### src/rtl/prism_state_engine.sv
// prism_state_engine: execution stage that walks the PRISM state-information table (SIT).
// Holds the current state, reads its SIT entry combinationally, evaluates either a
// synchronized input condition or the loop-counter condition, and on a true condition
// jumps, updates the loop counter, raises an interrupt pulse and may halt itself.
//
// Ports:
//   clk, rst_n      clock and asynchronous active-low reset
//   sit_raddr       SIT read address (the current state)
//   sit_rdata       SIT entry for sit_raddr, valid in the same cycle
//   sit_busy        SIT loader mid-write; the engine freezes while high
//   in_raw          asynchronous condition inputs (2-flop synchronized)
//   ctl_start/stop  run control pulses (clear / set halted)
//   ctl_step        one evaluation cycle while halted
//   ctl_rst_state   force state and loop counter to 0
//   state_out       current state
//   ctr_out         loop counter
//   halted          engine stopped
//   out_q           registered out_val of the current entry
//   irq             one-cycle interrupt pulse
module prism_state_engine #(
  parameter int unsigned STATES  = 8,
  parameter int unsigned ENTRY_W = 40,
  parameter int unsigned NUM_IN  = 8,
  parameter int unsigned OUT_W   = 8,
  localparam int unsigned S_BITS = $clog2(STATES)
) (
  input  logic               clk,
  input  logic               rst_n,
  output logic [S_BITS-1:0]  sit_raddr,
  input  logic [ENTRY_W-1:0] sit_rdata,
  input  logic               sit_busy,
  input  logic [NUM_IN-1:0]  in_raw,
  input  logic               ctl_start,
  input  logic               ctl_stop,
  input  logic               ctl_step,
  input  logic               ctl_rst_state,
  output logic [S_BITS-1:0]  state_out,
  output logic [7:0]         ctr_out,
  output logic               halted,
  output logic [OUT_W-1:0]   out_q,
  output logic               irq
);

  // The select field is 3 bits wide; inputs beyond NUM_IN read as 0.
  localparam int unsigned SelW = 8;

  logic [S_BITS-1:0] state_q, state_d;
  logic [7:0]        ctr_q, ctr_d;
  logic              halted_q, halted_d;
  logic [OUT_W-1:0]  outv_q, outv_d;
  logic              irq_q, irq_d;
  logic [NUM_IN-1:0] sync1_q, in_s_q;

  // Entry fields
  logic [2:0]        cond_sel;
  logic              cond_inv, cond_use_ctr;
  logic [2:0]        jump_state;
  logic [7:0]        out_val;
  logic [7:0]        ctr_load;
  logic              ctr_load_on_jump, ctr_dec, halt_on_jump, irq_on_jump;

  logic [SelW-1:0]   in_pad;
  logic              cond, active, taken;

  // Reserved entry bits are intentionally ignored.
  logic unused_rsvd;
  assign unused_rsvd = ^sit_rdata[ENTRY_W-1:28];

  always_comb begin
    cond_sel         = sit_rdata[2:0];
    cond_inv         = sit_rdata[3];
    cond_use_ctr     = sit_rdata[4];
    jump_state       = sit_rdata[7:5];
    out_val          = sit_rdata[15:8];
    ctr_load         = sit_rdata[23:16];
    ctr_load_on_jump = sit_rdata[24];
    ctr_dec          = sit_rdata[25];
    halt_on_jump     = sit_rdata[26];
    irq_on_jump      = sit_rdata[27];
  end

  always_comb begin
    in_pad             = '0;
    in_pad[NUM_IN-1:0] = in_s_q;
  end

  always_comb begin
    cond   = (cond_use_ctr ? (ctr_q == 8'd0) : in_pad[cond_sel]) ^ cond_inv;
    // ctl_step only matters while halted; a running engine evaluates every cycle anyway.
    active = !sit_busy && (!halted_q || ctl_step);
    taken  = active && cond && !ctl_rst_state;

    state_d  = state_q;
    ctr_d    = ctr_q;
    outv_d   = outv_q;
    halted_d = halted_q;
    irq_d    = taken && irq_on_jump;

    if (taken) state_d = jump_state[S_BITS-1:0];

    if (active) begin
      if (taken && ctr_load_on_jump) begin
        ctr_d = ctr_load;
      end else if (ctr_dec && (ctr_q != 8'd0)) begin
        ctr_d = ctr_q - 8'd1;
      end
    end

    if (!sit_busy) outv_d = OUT_W'(out_val);

    // Priority: stop > halt_on_jump > start. Start is ignored while frozen.
    if (ctl_stop || (taken && halt_on_jump)) begin
      halted_d = 1'b1;
    end else if (ctl_start && !sit_busy) begin
      halted_d = 1'b0;
    end

    // State reset wins over everything, even while frozen; halted is untouched.
    if (ctl_rst_state) begin
      state_d = '0;
      ctr_d   = 8'd0;
    end
  end

  always_ff @(posedge clk or negedge rst_n) begin
    if (!rst_n) begin
      state_q  <= '0;
      ctr_q    <= 8'd0;
      halted_q <= 1'b1;
      outv_q   <= '0;
      irq_q    <= 1'b0;
      sync1_q  <= '0;
      in_s_q   <= '0;
    end else begin
      state_q  <= state_d;
      ctr_q    <= ctr_d;
      halted_q <= halted_d;
      outv_q   <= outv_d;
      irq_q    <= irq_d;
      sync1_q  <= in_raw;
      in_s_q   <= sync1_q;
    end
  end

  assign sit_raddr = state_q;
  assign state_out = state_q;
  assign ctr_out   = ctr_q;
  assign halted    = halted_q;
  assign out_q     = outv_q;
  assign irq       = irq_q;

endmodule

### config.mk
export PLATFORM = sky130hd
export DESIGN_NAME = prism_state_engine
export DESIGN_NICKNAME = d
export VERILOG_FILES = /design/src/rtl/prism_state_engine.sv
export SDC_FILE = /design/constraint.sdc
export NUM_CORES = 1
export LEC_CHECK = 0
export CAP_MARGIN = 5
export CORE_UTILIZATION = 30
export CTS_CLUSTER_DIAMETER = 30
export CTS_CLUSTER_SIZE = 30
export DETAILED_ROUTE_END_ITERATION = 10
export PLACE_DENSITY = 0.7
export SYNTH_ARGS = -nofsm -noshare
export SYNTH_HDL_FRONTEND = slang
export SYNTH_SLANG_ARGS = --single-unit
### constraint.sdc
create_clock -name clk -period 3.7 [get_ports clk]
set_clock_uncertainty 0.1 [all_clocks]
set_input_delay 0.74 -clock clk [delete_from_list [all_inputs] [get_ports clk]]
set_output_delay 0.74 -clock clk [all_outputs]
set_load 0.005 [all_outputs]
; ---- After elaboration in Yosys (flattened, before gate mapping)
; Index checks and enable logic that the tools add are counted.
[classes]
order_cmp = 1
muxes = 11
reduce_logical = 20
n_bitwise = 1
n_addsub = 1
[ops]
columns = operator, n
row1 = two-way mux 8 bit, 4
row2 = logical AND 1 bit, 8
row3 = zero test 8 bit, 1
row4 = nonzero test 8 bit, 1
row5 = subtractor 8 x 1 -> 8 bit (second input constant), 1
row6 = two-way mux 3 bit, 2
row7 = nonzero test 2 bit, 3
row8 = < comparator 3 x 4 -> 1 bit (second input constant), 1
row9 = two-way mux 1 bit, 4
row10 = binary-select mux 1 bit (select 3 bit), 1
row11 = zero test 1 bit, 3
row12 = nonzero test 3 bit, 1
row13 = logical OR 1 bit, 2
row14 = AND reduction 2 bit, 1
row15 = XOR 1 bit, 1
[totals]
output_inout_bits = 24
in_bits = 55
wordCells = 41
regBits = 37

; ---- Depth between registers and ports, before layout
; Gate-level depths: netlist of run 1.
[depth]
ltp_word = 10
depth_mapped = 8
depth_no_buf = 6

; ---- Worst setup path before layout of run 1
; No wires, ideal clock.
[synth_path]
path_kind = input to register
startpoint = input port sit_rdata[1]
endpoint = register ctr_q[1] (netlist: ctr_out[1])
n_path_buf = 1
cell_stages = 6
t_arrival_ns = 2.267
required_ns = 3.480
path_slack_ns = 1.213
setup_ns = 0.120
cell_sequence = mux2_2 mux4_2 mux2i_4 and2_1 buf_6 a31o_1
[synth_via]
elab_chain_cells = 10
elab_cells_between_ends = 12
classes_between = mux (6) / bitwise (1) / reduce/logical (5)
[synth_rtl]
columns = item, line_no
row1 = "start, declared", 30  ; input logic [ENTRY_W-1:0] sit_rdata,
row2 = binary-select mux 1 bit (select 3 bit) (*), 88  ; cond = (cond_use_ctr ? (ctr_q == 8'd0) : in_pad[cond_sel]) ^ cond_inv;
row3 = two-way mux 1 bit (implied by the code) (*), 88
row4 = two-way mux 1 bit (*), 88
row5 = XOR 1 bit (*), 88
row6 = logical AND 1 bit (*) (2 in series), 91  ; taken = active && cond && !ctl_rst_state;
row7 = logical AND 1 bit (*), 102  ; if (taken && ctr_load_on_jump) begin
row8 = two-way mux 8 bit, 102
row9 = two-way mux 8 bit, 101  ; if (active) begin
row10 = two-way mux 8 bit, 119  ; if (ctl_rst_state) begin
row11 = "end signal, assigned", 136  ; ctr_q <= ctr_d;
row12 = "end, declared", 48  ; logic [7:0] ctr_q, ctr_d;
; Every way passes the cells marked *; elsewhere a longest branch is shown, timed or not. The select of a mux whose other input is x is not followed.
; A chain may end at the register's enable or synchronous reset.

; ---- Final worst setup path of run 1
[layout_path]
startpoint = input port sit_rdata[1]
endpoint = register state_q[1] (netlist: sit_raddr[1])
[layout_via]
elab_chain_cells = 7
[layout_rtl]
columns = item, line_no
row1 = binary-select mux 1 bit (select 3 bit), 88
row2 = two-way mux 1 bit (implied by the code), 88
row3 = two-way mux 1 bit, 88
row4 = XOR 1 bit, 88
row5 = logical AND 1 bit (2 in series), 91
row6 = nonzero test 2 bit (no line), -
row7 = "end signal, assigned", 135  ; state_q <= state_d;
row8 = "end, declared", 47  ; logic [S_BITS-1:0] state_q, state_d;
; Every way passes these cells. The select of a mux whose other input is x is not followed.

==> results of run 1 <==
metrics by stage:
step | hold slack [ns] | power, mW
after global routing | 0.261 | 1.25
after floorplan | 0.231 | 0.676
after CTS | 0.252 | 1.20
after detailed placement | 0.235 | 0.832
after global placement | 0.234 | 0.826
final | 0.249 | 1.18
path summary, 6_finish.rpt:
kind                                              from                  endpoint  slack, ns  cells after the start
worst max-delay path                      sit_rdata[1]  sit_raddr[1]$_DFFE_PN0P_       0.80                      7
worst min-delay path              sync1_q[1]$_DFF_PN0_       in_pad[1]$_DFF_PN0_       0.25                      0
worst max register to register  ctr_out[0]$_DFFE_PN0P_    ctr_out[7]$_DFFE_PN0P_       1.49                      7
worst min register to register    sync1_q[1]$_DFF_PN0_       in_pad[1]$_DFF_PN0_       0.25                      0
max in group asynchronous                        rst_n      out_q[6]$_DFFE_PN0N_       2.54                      1
min in group asynchronous                        rst_n       in_pad[3]$_DFF_PN0_       0.45                      1
metal layers:
metal	track usage, %	vias to the layer above	part of all wire [%]
met2	22.6	43	49
met3	5.03	7	6.7
met1	16.9	603	43
met4	5.77	0	1.2
li1	-	614	-
met5	0	-	0
worst reg2reg max path: stages (launching register included):
cell and delay, ns:
dfrtp_1 0.42, inv_1 0.10, ha_1 0.14, and4b_1 0.42
mux2i_1 0.24, buf_4 0.18, and2_1 0.33, a211oi_1 0.14
cell type report:
| type | instances | area share, % |
|---|---|---|
| tap | 70 | 3.51 |
| sequential | 37 | 37.2 |
| inverter | 4 | 0.602 |
| timing repair buffer | 69 | 27.2 |
| clock buffer | 6 | 3.31 |
| clock inverter | 2 | 1.51 |
| multi-input combinational | 87 | 26.7 |
flip-flops by register name (all words and copies together) (netlist names):
signal,count
halted,1
sit_raddr,3
ctr_out,8
out_q,8
irq,1
sync1_q,8
in_pad,8
power by group through the flow:
stage / clock, mW / sequential [mW] / combinational, mW
floorplan: 0 / 0.488 / 0.187
global placement: 0 / 0.490 / 0.336
detailed placement: 0 / 0.492 / 0.340
CTS: 0.374 / 0.484 / 0.343
global route: 0.388 / 0.491 / 0.374
finish: 0.359 / 0.483 / 0.338
synthesized netlist by cell type, types with 3 or more instances:
| library cell | n | area (sq um) |
|---|---|---|
| dfrtp_1 | 36 | 901 |
| mux2_2 | 11 | 124 |
| xnor2_1 | 9 | 78.8 |
| a21oi_1 | 8 | 40.0 |
| nand2_1 | 8 | 30.0 |
| a211oi_1 | 7 | 52.6 |
| nor3_1 | 7 | 35.0 |
| mux2i_1 | 5 | 50.1 |
| nor2_1 | 5 | 18.8 |
| buf_4 | 3 | 22.5 |
| inv_1 | 3 | 11.3 |
| nand3_1 | 3 | 15.0 |
cell families (layout without fill, tap and decap cells):
| kind of cell | after synthesis | after routing | synth area share (%) |
|---|---|---|---|
| and+or+nand+nor | 38 | 38 | 12.5 |
| DFF | 37 | 37 | 56.1 |
| AOI/OAI and AO/OA | 19 | 19 | 7.56 |
| muxes | 19 | 19 | 13.9 |
| buffers and inverters | 11 | 81 | 3.71 |
| xor gates and xnor gates | 9 | 9 | 4.77 |
| adders and majority gates | 2 | 2 | 1.51 |
==> metrics list, run 1 <==
- Final-report max-slew violation count: 0
* Total of buffers placed on input and output ports: 66
- Entering global routing, the biggest net connects 38 pins.
* Worst path arrival time: between 3 and 4 ns
- Worst-Margin Slew: slightly above 0.8 ns
- CTS clk-pin slew, worst paths: 0.07 ns
- Detailed-placement wirelength estimate: about 2.7 mm
- Clock tree sinks: 37
- Clock Tree Buf Depth: 2
- Count of buffer and inverter cells on the critical path: 2
* Reported max-cap violation count: 0
* Starting utilization of the core area: roughly a third
- Post-route antenna net violation count: 0
- In this run the count of I/O pins placed on the die edge is 79.
* DR vias: roughly 1300
* Required time at the worst-slack endpoint: 3.81 ns
- Row count: 26
- Final GP Congestion: about 0.73
- The flow ran to the end, and the final reports show no timing, DRC or antenna violations.
- Startpoint kind of the worst setup timing path: input port
* Synthesis-to-layout area growth: 50.8%
* Category of the critical setup timing path: input port to flop
* # Post-CTS Setup Buffers: 0
* Worst Setup Slack, final: roughly 0.80 ns
- # H-tree levels: 2
* Synth Net Count: about 190
- Cell area reported after detailed placement: 2370 sq um
- Routed via count divided by cell count: ~4.6
* Internal cell power: 868 uW
* Cell class contributing the biggest share of worst-path delay: multiplexers
- The floorplan step defined a core boundary enclosing between 5000 and 6000 sq um.
- Setup-failing EPs final: 0
* Total global routing overflow: 0
- The analysis attributes to net switching a power of a little over 300 uW.
* Fraction of the cycle the final worst path needs: approximately four fifths
- In the final layout, the multi-input gates occupy ~670 sq um.
* Comb pwr share: around 29%
- Total Wirelength: 3.71 mm
* Worst min-delay path class: flop to flop
* Vias in the first global route: roughly 1300
- Cell Chain, Critical Path: clkdlybuf4s50_1 > mux2_1 > mux4_2 > xnor2_1 > o22ai_1 > buf_4 > mux2i_1
- Counting distinct cell types in the post-synthesis netlist gives 40.
- Post-CTS repair changed the size of 0 cells.
- The final hold violation count was 0.
- Pre-CTS setup slack: 0.488 ns
- Worst-path cell with the longest stage delay: clkdlybuf4s50_1
- Number of warnings printed during yosys synthesis: 0
- Register bit total from synthesis: 37
- Setup total negative slack on the finished layout was measured at 0 ns.
* Post-layout instance area: 2490 sq um
- Measured along the x axis, the die boundary spans 76.3 um.
- Number of DRC violations after detailed-routing iteration 0: 46
- Highest-count cells in the layout ignoring fill and taps: clkdlybuf4s50_1 (65), dfrtp_1 (36), mux2_2 (11)
* Unrepaired setup endpoints after global routing: false
* Initial antenna violation count: 0
- For this run, design rule violations remaining after detail routing come to 0.
- Fraction of power consumed by sequential logic: 41.0%
* Worst Setup End Kind: flop
- Cell total after placement: 267
- CTS Buf Count: 5
- F_max: 0.345 GHz
* Post-synth design cell area: 1650 sq um
* # fillers: approximately 500
- After detailed routing, the average wire length per cell comes to 13.5 um.
- Critical Path Fanout Max: 4
* Hold-fix buffer count after cts: 0
- TritonCTS built the clock tree.
- Most common library cell in the layout ignoring fill and taps: clkdlybuf4s50_1
- Summing the sequential cell areas from Yosys gives approximately 56% of the chip area.
* Worst slew slack as a fraction of its limit: a little under half
- Max stage delay on crit path: about 0.55 ns
- Switching share of power: roughly a quarter
* Utilization of the core after routing: between 40 and 50%
- For this run, the leading register cell type out of synthesis is dfrtp_1.
- The final layout contains 261 nets.
- In this run the static leakage power is around 0.99 nW.
- Clock insertion delay at the later pin of the skew report: approximately 0.28 ns
- Global-route wire length before repair: ~6 mm
- Dividing total power by cell area gives a power density of between 400 and 500 nW/um^2.
- Number of cells in the finished layout apart from fillers: approximately 280
- Syn Area/Cell: 12.3 sq um
- Fraction of layout instances using a drive strength above 1: a little over an eighth
- The sequential cells in the finished layout cover a total of about 900 sq um.
* Peak supply drop: ~230 uV
- Root cell of the clock tree: clkbuf_8
* Tot GR Track Use: between 10% and 20%
- Counting flops with a built-in enable in the synthesized netlist gives 0.
- The die covers ~5800 sq um.
- Synthesis handed over a netlist of approximately 140 instances.
- The repair_antennas step left the layout with diodes totalling 0.
- The first detailed-routing pass took 4 iterations.
- Counting flops with an async set or reset pin after synthesis yields a share of between 90% and 100%.
* Clock network power share: between 30% and 40%
* Shortest period the worst path allows: ~2.9 ns
* Die Height: ~76 um
(Power assumes the default switching activity.)
==> run 2: changes to the inputs <==
clock period = 2.87 ns   (was 3.7 ns; I/O delays follow)
==> run 2 against run 1 <==
Global-route usage shrank 0.40 points. Count of clock-buffer cells in the layout is the same. Largest power group unchanged. Cell area shrank 1.2%. Via count shrank 0.39%. Total power grew 18%. Flip-flop and latch count is the same. Sequential share of layout area grew 0.45 points. Critical path depth shrank 1. Register-to-register slack lost 0.77 ns. Wire length shrank 4.2%. Non-clock buffer count grew 1. Clock power shrank 7.0%.
==> metrics list, run 2 (synthesized netlist as in run 1, its figures left out) <==
* Worst-Margin Slew: 0.810 ns (-0.00393 ns)
* Die Height: 76.3 um (unchanged)
- Leaving out fill and tap cells, the most frequent cell in the layout is clkdlybuf4s50_1.
* Fraction of layout instances using a drive strength above 1: 13.1% (-0.064 points)
* CTS clk-pin slew, worst paths: 0.07 ns (about the same)
- Startpoint kind of the worst setup timing path: input port
- The via count came to 1262 (-0.39%).
- Detailed-placement wirelength estimate: 2.65 mm (-2.7%)
* Final GP Congestion: 0.786 (+7.2%)
* Total Wirelength: 3.55 mm (-4.2%)
* Number of hold violations in the final report: 0 (unchanged)
* Number of DRC violations after detailed-routing iteration 0: 60 (+30%)
- Setup repair after global routing left no endpoint under its margin.
* Full die area: 5810 sq um (unchanged)
- Required time at the worst-slack endpoint: 2.95 ns (-0.86 ns)
- Clock insertion delay at the later pin of the skew report: 0.28 ns (about the same)
* Worst slew slack as a fraction of its limit: 46.0% (+0.26 points)
- For this run, the top clock speed supported by timing is between 0.3 and 0.4 GHz.
- Worst min-delay path class: flop to flop
- The critical path is of the input port to flop type.
- Peak supply drop: 226 uV (-1.8%)
- Starting utilization of the core area: 31.8% (unchanged)
- Hold-fix buffer count after cts: 0 (unchanged)
- Cell total after placement: 268 (+0.37%)
- # Post-CTS Setup Buffers: 0 (unchanged)
- Shortest period the worst path allows: ~2.7 ns
- The max-capacitance violation count was 0 (unchanged).
- The number of antenna violations at the first check in global routing is 0 (unchanged).
* Global-route wire length before repair: 6.02 mm (-2.6%)
- The maximum buffer depth of the clock tree is 2 (unchanged).
* Synthesis-to-layout area growth: 48.9%
* Core Region: 5200 sq um (unchanged)
- Worst path arrival time: 2.76 ns (-0.25 ns)
* Outcome: finished clean
- The max-slew violation count was 0 (unchanged).
- TritonCTS built the clock tree.
* Drt drc: 0 (unchanged)
- The aggregate global routing overflow is 0 (unchanged).
* CTS Buf Count: 5 (unchanged)
- The largest net degree at the start of global routing is 38 (unchanged).
- The x dimension of the die is 76.3 um (unchanged).
* Boundary pin count: 79 (unchanged)
- Total of buffers placed on input and output ports: 66 (unchanged)
- Row count: 26 (unchanged)
- The static leakage power was 0.978 nW (-0.78%).
- Pwr per Cell Area: 565 nW/um^2 (+19%)
- Leaving out fill and tap cells, the most frequent cells in the layout are clkdlybuf4s50_1 (65), dfrtp_1 (36), mux2_2 (11).
- The global routing usage summed across all routing layers was 13.6% (-0.40 points).
- Clock tree synthesis selected as its root buffer the cell clkbuf_8.
- Number of cells in the finished layout apart from fillers: 276 (+0.36%)
- The routed length per instance came to 12.9 um (-4.5%).
* Worst Setup End Kind: flop
- Post-route antenna net violation count: 0 (unchanged)
- Detailed Routing Iterations Pass 1: 4 (unchanged)
- Critical Path Fanout Max: 8 (+4)
* Net total in the final layout: 262 (+0.38%)
* Vias in the first global route: 1253 (-4.1%)
- Fraction of the cycle the final worst path needs: between 90% and 100%
- The number of instances resized during post-cts repair was 0 (unchanged).
* Post-layout power: 1.39 mW (+18%)
- The worst hold-check slack is 0.249 ns (-0.000895 ns).
* # H-tree levels: 2 (unchanged)
* Routed via count divided by cell count: 4.57 (-0.76%)
- Count of antenna diodes in the layout: 0 (unchanged)
- The total setup violations reported at the end of the flow was 0 (unchanged).
* Clock tree sinks: 37 (unchanged)
run 2: layout make-up:
| class | instances | area, sq um |
|---|---|---|
| inverters | 4 | 15.0 |
| fillers | 499 | 2740 |
| clock buffers | 6 | 72.6 |
| clock inverters | 2 | 10.0 |
| well taps | 70 | 87.6 |
| multi-input cells | 87 | 666 |
| repair buffers | 70 | 686 |
| flip-flops and latches | 37 | 927 |
run 2: critical path, cell delays in order:
cell             delay, ns
clkdlybuf4s50_1       0.55
mux2_1                0.34
mux4_2                0.55
mux2i_4               0.22
and2_1                0.25
a211oi_1              0.27
run 2: routing by layer:
layer / part of all wire (%) / global-route usage [%] / vias to the layer above
met1: 44 / 17.0 / 597
met2: 48 / 21.4 / 41
li1: - / - / 619
met4: 1.4 / 5.77 / 0
met5: 0 / 0 / -
met3: 6.3 / 4.67 / 5
run 2: worst paths after layout:
kind / start / endpoint / slack [ns] / depth (start not counted)
worst max-delay path: sit_rdata[1] / ctr_out[7]$_DFFE_PN0P_ / 0.18 / 6
worst min-delay path: sync1_q[4]$_DFF_PN0_ / in_pad[4]$_DFF_PN0_ / 0.25 / 0
worst max register to register: in_pad[7]$_DFF_PN0_ / ctr_out[7]$_DFFE_PN0P_ / 0.72 / 5
worst min register to register: sync1_q[4]$_DFF_PN0_ / in_pad[4]$_DFF_PN0_ / 0.25 / 0
max in group asynchronous: rst_n / ctr_out[6]$_DFFE_PN0P_ / 1.87 / 1
min in group asynchronous: rst_n / in_pad[3]$_DFF_PN0_ / 0.29 / 1
run 2: metrics by stage:
step	setup WS (ns)	instance area, sq um	setup TNS, ns	util (%)
2_1_floorplan	0.549	1650	0	-
3_3_place_gp	-0.0975	2380	-0.763	45.7
3_5_place_dp	-0.115	2380	-0.658	45.7
4_1_cts	0.169	2460	0	47.3
5_1_grt	0.0877	2460	0	47.3
6_report	0.181	2460	0	47.3
run 2: power by group:
| group | internal, mW | switching, mW | leakage [nW] |
|---|---|---|---|
| Sequential | 0.577 | 0.0466 | 0.454 |
| Combinational | 0.260 | 0.173 | 0.479 |
| Clock | 0.168 | 0.166 | 0.0450 |
==> run 3: changes to the inputs <==
CORE_MARGIN = 1.5   (was default)
==> run 3 against run 2 <==
Global-route usage about the same. Largest cell class unchanged. Worst setup slack got worse by 0.0094 ns. Wire length increased by 1.1%. Cell area increased by 1.2%. Count of clock-buffer cells in the layout decreased by 1. Combinational power increased by 1%. First-iteration DRC count decreased by 15%. Critical path depth unchanged. Flip-flop and latch count unchanged. Critical path type unchanged.
==> metrics list, run 3 (synthesized netlist as in run 1, its figures left out) <==
- The number of cell rows was 26 (unchanged).
* Routed via count divided by cell count: 4.60 (+0.63%)
- The effective utilization at floorplan came to 31.8% (unchanged).
* Fraction of layout instances using a drive strength above 1: 13.6% (+0.49 points)
- The internal reg-to-reg setup slack is 0.72 ns (about the same).
- Most common library cell in the layout ignoring fill and taps: clkdlybuf4s50_1
- STA classifies the critical path startpoint as an input port.
* Drt drc: 0 (unchanged)
- Cell Chain, Critical Path: clkdlybuf4s50_1 > mux2_1 > mux4_2 > mux2i_4 > and2_1 > a211oi_1
- The worst-path maximum fanout was 8 (unchanged).
- The half-perimeter wire length after placement was 2.69 mm (+1.5%).
- Detailed Routing Iterations Pass 1: 5 (+1)
- The sum of negative setup slack was 0 ns (unchanged).
- Final GP Congestion: 0.783 (-0.45%)
* Synthesis-to-layout area growth: 50.7%
- The number of buffers inserted by hold repair at cts came to 0 (unchanged).
- Clock tree sinks: 37 (unchanged)
- Number of hold violations in the final report: 0 (unchanged)
- Storage element area: 927 sq um (unchanged)
* Clock Tree Buf Depth: 2 (unchanged)
* Boundary pin count: 79 (unchanged)
* Pwr per Cell Area: 596 nW/um^2 (+5.5%)
- Clock insertion delay at the later pin of the skew report: 0.28 ns (about the same)
- The aggregate global routing overflow was 0 (unchanged).
- Number of DRC violations after detailed-routing iteration 0: 51 (-15%)
- Tot GR Track Use: 13.6% (about the same)
- Pin count of the biggest net entering global routing: 38 (unchanged)
- Highest-count cells in the layout ignoring fill and taps: clkdlybuf4s50_1 (65), dfrtp_1 (36), mux2_2 (11)
* Post-CTS resize count: 0 (unchanged)
- The pre-CTS setup slack came to -0.158 ns (-0.0428 ns).
* Peak supply drop: 328 uV (+45%)
- The max-capacitance violation count came to 0 (unchanged).
* Max stage delay on crit path: 0.56 ns (about the same)
- Worst Setup Slack, final: 0.171 ns (-0.00941 ns)
- The standard cell area after detailed placement is 2390 sq um (+0.32%).
- The data arrival time of the critical path is 2.78 ns (+0.02 ns).
* R2R depth: 5 (unchanged)
* Outcome: finished clean
- The standard cell core area came to 5200 sq um (unchanged).
* Fraction of the cycle the final worst path needs: 94.0% (+0.33 points)
* Worst-path cell with the longest stage delay: clkdlybuf4s50_1
- Wire per inst: 13.0 um (+1.1%)
- The clock-pin slew on the worst setup and hold paths was 0.07 ns (about the same).
- The number of H-tree levels was 2 (unchanged).
- Required time at the worst-slack endpoint: 2.95 ns (about the same)
* Global-route wire length before repair: 6.20 mm (+3.1%)
- The critical path is of the input port to flop type.
* Post-route antenna net violation count: 0 (unchanged)
* Multi-input combinational cell area: 666 sq um (unchanged)
- Root cell of the clock tree: clkbuf_8
- Total of buffers placed on input and output ports: 66 (unchanged)
- Worst Setup End Kind: flop
- The number of buffers added by the clock tree synthesis step was 5 (unchanged).
* Number of cells in the finished layout apart from fillers: 276 (unchanged)
- Worst hold slack: 0.248 ns (-0.000197 ns)
- The number of filler instances in the final layout is 497 (-0.40%).
* Worst min-delay path class: flop to flop
- The x dimension of the die is 77.3 um (+1.3%).
* Vias in the first global route: 1377 (+9.9%)
* DR vias: 1270 (+0.63%)
- The max-slew violation count was 0 (unchanged).
- TritonCTS clock tree: done
- Worst-Margin Slew: 0.806 ns (-0.00398 ns)
- The static leakage power is 0.993 nW (+1.5%).
- The floorplan die area was 5970 sq um (+2.6%).
- The summed area of non-filler cells in the final layout is 2490 sq um (+1.2%).
* Cell depth of the worst hold path: 0 (unchanged)
- The net total in the final layout was 263 (+0.38%).
* F_max: 0.371 GHz (-0.35%)
* # Post-CTS Setup Buffers: 0 (unchanged)
- Shortest period the worst path allows: 2.70 ns (+0.00941 ns)
- Die Height: 77.3 um (+1.3%)
- The number of antenna violations at the first check in global routing is 0 (unchanged).
* Total Wirelength: 3.59 mm (+1.1%)
* Worst slew slack as a fraction of its limit: 46.3% (+0.27 points)
* Count of antenna diodes in the layout: 0 (unchanged)
- Setup-failing EPs final: 0 (unchanged)
- Setup repair after global routing left no endpoint under its margin.
- Cell total after placement: 269 (+0.37%)
## run 3: changes by cell type in the layout (fill, tap and decap cells not counted)
cell	change
bufinv_16	+1
buf_4	+1
clkbuf_1	-1
clkinv_2	-1
## run 3: final timing paths
kind	to	from
max reg2reg	ctr_out[7]$_DFFE_PN0P_	in_pad[7]$_DFF_PN0_
min in group asynchronous	in_pad[1]$_DFF_PN0_	rst_n
max	ctr_out[7]$_DFFE_PN0P_	sit_rdata[1]
min reg2reg	in_pad[7]$_DFF_PN0_	sync1_q[7]$_DFF_PN0_
min	in_pad[7]$_DFF_PN0_	sync1_q[7]$_DFF_PN0_
max in group asynchronous	ctr_out[1]$_DFFE_PN0P_	rst_n
## run 3: per-stage QoR
stage / utilization, % / power [mW]
finish: 47.9 / 1.49
global route: 47.9 / 1.59
CTS: 47.9 / 1.51
detailed placement: 45.9 / 1.08
global placement: 45.9 / 1.07
floorplan: - / 0.871
## run 3: critical path, delay by kind of cell
family,cells,cell delay [ns]
buf+inv,1,0.56
simple gates,1,0.25
mux,3,1.11
compound gates,1,0.28
## run 3: area by class of cell
cell class	instances	share of cell area, %
Clock inverter	2	1.41
Inverter	4	0.602
Timing Repair Buffer	71	27.8
Sequential cell	37	37.2
Multi-Input combinational cell	87	26.7
Tap cell	70	3.51
Clock buffer	5	2.76
## run 3: routing by layer
layer / track usage, % / vias to the layer above / share of wire, %
li1: - / 623 / -
met1: 15.9 / 600 / 43
met2: 22.5 / 42 / 49
met3: 5.24 / 5 / 7.4
met4: 5.09 / 0 / 1.3
met5: 0 / - / 0
## run 3: report_power, final
group	leakage, nW	internal (mW)	switching (mW)
sequential	0.454	0.577	0.0462
combinational	0.485	0.264	0.176
clock	0.0540	0.252	0.170
==> patch 1, RTL diff (flow settings as in run 2) <==
Register the output `ctr_out` once more, with the module's reset; this adds one clock of latency there. The other outputs are not delayed to match.
--- a/src/rtl/prism_state_engine.sv
+++ b/src/rtl/prism_state_engine.sv
@@ -144,7 +144,13 @@
 
   assign sit_raddr = state_q;
   assign state_out = state_q;
-  assign ctr_out   = ctr_q;
+  always_ff @(posedge clk or negedge rst_n) begin
+    if (!rst_n) begin
+      ctr_out <= '0;
+    end else begin
+      ctr_out <= ctr_q;
+    end
+  end
   assign halted    = halted_q;
   assign out_q     = outv_q;
   assign irq       = irq_q;
Check against the original RTL: not equivalent (a bounded check fails within 4 cycles, from zero or initial values and one cycle with rst_n low).
==> patch 1 against run 2 <==
  * Maximum frequency grew 5.7%
  * Routed wire length decreased by 0.48%
  * Sequential cell count is 8 higher
  * Die area up 6.8%
  * Total power is 9.0% higher
  * Via count fell by 0.24%
  * Critical path depth up 1
  * Global-route usage shrank 1.0 points
  * Area after synthesis is 7.0% higher
  * Design area is 7.1% higher
  * Worst setup slack better by 150 ps
  * Sequential share of layout area is 5.1 points higher
==> patch 1: results (changes against run 2) <==
| Metric | This run | Unit | Delta |
| --- | --- | --- | --- |
| Drt first-iter violations | 19 | - | -68% |
| Net total in the final layout | 259 | - | -1.1% |
| Worst-path clk slew | 90 | ps | +20 ps |
| Reg power frac | 0.478 | - | +0.029 |
| Sequential cell count of the final layout | 45 | - | +22% |
| Commonest cells in the synthesized netlist | sky130_fd_sc_hd__dfrtp_1, sky130_fd_sc_hd__nor2_1, sky130_fd_sc_hd__mux2_2 | - |  |
| Static leakage | 0.001167 | uW | +19% |
| Hold path endpoint | in_pad[6]$_DFF_PN0_ | - |  |
| Sequential element share of the synthesized area | 0.6372 | - | +0.07669 |
| Final HPWL DP | 2692 | um | +1.7% |
| Worst hold path startpoint | sync1_q[6]$_DFF_PN0_ | - |  |
| Reg2reg setup slack | 520 | ps | -200 ps |
| Utilization after layout | 0.4705 | - | -0.002768 |
| Mean post-synth cell area | 13.71 | um^2 | +12% |
| Placed cell areas | 2519 | um^2 | +5.8% |
| Logic gate share of total power | 0.198 | - | -0.113 |
| Clock buf/inv share | 0.04552 | - | +0.01200 |
| Worst-Margin Slew | 813.8 | ps | +4.004 ps |
| Aggregate global-route resource usage | 0.1258 | - | -0.01039 |
| Net switching power | 359.4 | uW | -6.8% |
| Layout multi-input combinational cell count | 71 | - | -18% |
| Distinct cell type count of the synthesized netlist | 34 | - | -15% |
| Non-Filler Instances | 275 | - | -0.36% |
| Status | finished, final reports clean | - |  |
| Cell types occupying the most area after synthesis | sky130_fd_sc_hd__dfrtp_1, sky130_fd_sc_hd__mux2_2, sky130_fd_sc_hd__mux2i_1 | - |  |
| Total Routed Length | 3535 | um | -0.48% |
| Non-clock buffer instance count of the final layout | 72 | - | +2.9% |
| Crit-path max FO | 3 | - | -5 |
| Power density over the cells | 574.8 | nW/um^2 | +1.8% |
| Synth Net Count | 186 | - | -3.1% |
| Footprint of the multi-input gates | 574.3 | um^2 | -14% |
patch 1: routing by layer:
layer  global-route usage  wire length [um]  vias to the layer above
met5                    0                 0                        -
met4              0.02778                12                        0
met3              0.05862               363                        2
met2               0.2052              1704                       52
met1               0.1509              1455                      615
li1                     -                 -                      590
patch 1: per-stage QoR:
| step | hold WS (ps) | setup WS [ps] | total power, uW |
|---|---|---|---|
| floorplan | 178.4 | 635.0 | 874.5 |
| global placement | 235.3 | 26.61 | 1034 |
| detailed placement | 240.9 | -14.92 | 1042 |
| CTS | 260.0 | 298.7 | 1540 |
| global route | 266.7 | 258.3 | 1604 |
| finish | 254.1 | 326.7 | 1517 |
patch 1: worst max-delay path, delay by kind of cell:
family	cells	cell delay [ps]
AO/OA/AOI/OAI	1	180
buffers and inverters	2	700
multiplexers	3	1040
AND/OR/NAND/NOR	1	120
patch 1: how the worst max path moves through the flow:
stage | to | start | slack (ps)
2_1_floorplan | ctr_q[7]$_DFFE_PN0P_ | sit_rdata[0] | 630
3_3_place_gp | ctr_q[7]$_DFFE_PN0P_ | sit_rdata[0] | 30
3_5_place_dp | ctr_q[7]$_DFFE_PN0P_ | sit_rdata[0] | -10
4_1_cts | ctr_q[7]$_DFFE_PN0P_ | sit_rdata[0] | 300
5_1_grt | ctr_q[2]$_DFFE_PN0P_ | sit_rdata[0] | 260
6_report | ctr_q[7]$_DFFE_PN0P_ | sit_rdata[0] | 330
patch 1: cell families after synthesis:
group           Yosys count  share of synthesized area
xor+xnor                  4                    0.01981
simple gates             33                     0.1025
fa+ha+maj                 2                    0.01414
buf+inv                  13                    0.03819
flops                    45                     0.6372
mux                      20                     0.1393
compound gates           12                    0.04880
==> patch 2, RTL diff (flow settings as in run 2) <==
Made on the original files. `OUT_W`: 8 -> 10.
--- a/src/rtl/prism_state_engine.sv
+++ b/src/rtl/prism_state_engine.sv
@@ -21,7 +21,7 @@
   parameter int unsigned STATES  = 8,
   parameter int unsigned ENTRY_W = 40,
   parameter int unsigned NUM_IN  = 8,
-  parameter int unsigned OUT_W   = 8,
+  parameter int unsigned OUT_W   = 10,
   localparam int unsigned S_BITS = $clog2(STATES)
 ) (
   input  logic               clk,
Interface: changed (resized out_q); port bits go from 79 to 81. The function was not compared with the original's and may differ.
==> patch 2 against run 2 <==
  * Critical endpoint is now sit_raddr[0]$_DFFE_PN0P_
  * Routed wire length rose by 0.42%
  * Global-route usage grew 0.30 points
  * Design area up 1.8%
  * Total power increased by 9.6%
  * Sequential cell count stayed put
  * Area after synthesis is 1.1% higher
  * Die area up 1.1%
  * Worst setup slack improved by 37 ps
==> patch 2: results (changes against run 2) <==
| Metric | This run | Unit | Delta |
| --- | --- | --- | --- |
| Worst hold path startpoint | sync1_q[7]$_DFF_PN0_ | - |  |
| Distinct cell type count of the synthesized netlist | 41 | - | +2.5% |
| Total Routed Length | 3567 | um | +0.42% |
| Number of instances in the placed design | 270 | - | +0.75% |
| Layout cell share with drive strength beyond 1 | 0.1346 | - | +0.003547 |
| Final HPWL DP | 2649 | um | about the same |
| Category of the worst setup path capture point | flip-flop | - |  |
| Via Count | 1289 | - | +2.1% |
| Period utilisation layout | 0.9242 | - | -0.01287 |
| Crit-path max FO | 4 | - | -4 |
| Aggregate global-route resource usage | 0.1392 | - | +0.003002 |
| Commonest cells in the synthesized netlist | sky130_fd_sc_hd__dfrtp_1, sky130_fd_sc_hd__mux2_2, sky130_fd_sc_hd__xnor2_1 | - |  |
| Place WS | -120.0 | ps | -4.710 ps |
| Status | finished, final reports clean | - |  |
| Initial antenna violation count | 0 | - | unchanged |
| WL per Instance | 12.83 | um | -0.30% |
| Static leakage | 0.0009974 | uW | +1.9% |
| Port Buffers | 66 | - | unchanged |
| Skew-Pair Late Insertion Delay | 290 | ps |  |
| Number of global-route vias before repair | 1436 | - | +15% |
| Maximum ir drop on the vdd rail | 0.0003296 | V | +46% |
| Reg2reg setup slack | 750 | ps | +30 ps |
| GPL Wtd Cong | 0.7808 | - | -0.67% |
| Worst hold path depth | 0 | - | unchanged |
| Worst flop-to-flop path endpoint | sit_raddr[0]$_DFFE_PN0P_ | - |  |
| Hold path endpoint | in_pad[7]$_DFF_PN0_ | - |  |
| Worst Reg-to-Reg Cells | 6 | - | +1 |
| Number of buffers inserted during clock tree synthesis | 5 | - | unchanged |
| Sequential element share of the synthesized area | 0.5542 | - | -0.006288 |
| Net total in the final layout | 264 | - | +0.76% |
| Cell types occupying the most area after synthesis | sky130_fd_sc_hd__dfrtp_1, sky130_fd_sc_hd__mux2_2, sky130_fd_sc_hd__xnor2_1 | - |  |
| Drt first-iter violations | 58 | - | -3.3% |
| Mean post-synth cell area | 12.12 | um^2 | -1.1% |
| Slowest stage delay, CP | 550 | ps | about the same |
| Global-route wire length before repair | 6244 | um | +3.8% |
| Worst-Margin Slew | 797.7 | ps | -12.09 ps |
| Antenna diodes | 0 | - | unchanged |
==> patch 2: final cells by class <==
| class | instances | area [um^2] |
|---|---|---|
| tap | 70 | 87.58 |
| timing repair buffer | 70 | 685.7 |
| clock buffer | 6 | 82.58 |
| sequential | 37 | 927.1 |
| clock inverter | 2 | 37.54 |
| fill | 491 | 2729 |
| inverter | 4 | 15.01 |
| multi-input combinational | 89 | 673.1 |
==> patch 2: kinds of logic after synthesis <==
family	share of synthesized area
other cells	0.002242
compound gates	0.07480
buf+inv	0.04562
mux	0.1376
fa+ha+maj	0.01496
xor+xnor	0.04712
flops	0.5542
simple gates	0.1234
==> patch 2: routing by layer <==
| metal | routed length (um) | vias up | GRT usage |
|---|---|---|---|
| li1 | - | 623 | - |
| met1 | 1567 | 610 | 0.1555 |
| met2 | 1669 | 48 | 0.2250 |
| met3 | 261 | 8 | 0.05000 |
| met4 | 69 | 0 | 0.08654 |
| met5 | 0 | - | 0 |
==> patch 2: report_power, final <==
group          internal [uW]  switching [uW]
Clock                    282             183
Sequential               577            46.4
Combinational            261             175
==> patch 2: how the worst max path moves through the flow <==
stage,cells after the start,to
finish,7,sit_raddr[0]$_DFFE_PN0P_
global route,6,ctr_out[0]$_DFFE_PN0P_
CTS,6,ctr_out[1]$_DFFE_PN0P_
detailed placement,7,sit_raddr[0]$_DFFE_PN0P_
global placement,6,ctr_out[1]$_DFFE_PN0P_
floorplan,6,ctr_out[1]$_DFFE_PN0P_
==> patch 2: critical path: cells and delay by family <==
kind                      cells  cell delay [ps]
buffers and inverters         2              740
muxes                         3             1070
AOI/OAI and AO/OA             1              210
xor gates and xnor gates      1              160
==> patch 2: metrics by stage <==
stage	area, um^2	hold slack (ps)
2_1_floorplan	1677	178.4
3_3_place_gp	2389	234.3
3_5_place_dp	2389	236.4
4_1_cts	2509	253.0
5_1_grt	2509	260.4
6_report	2509	249.7
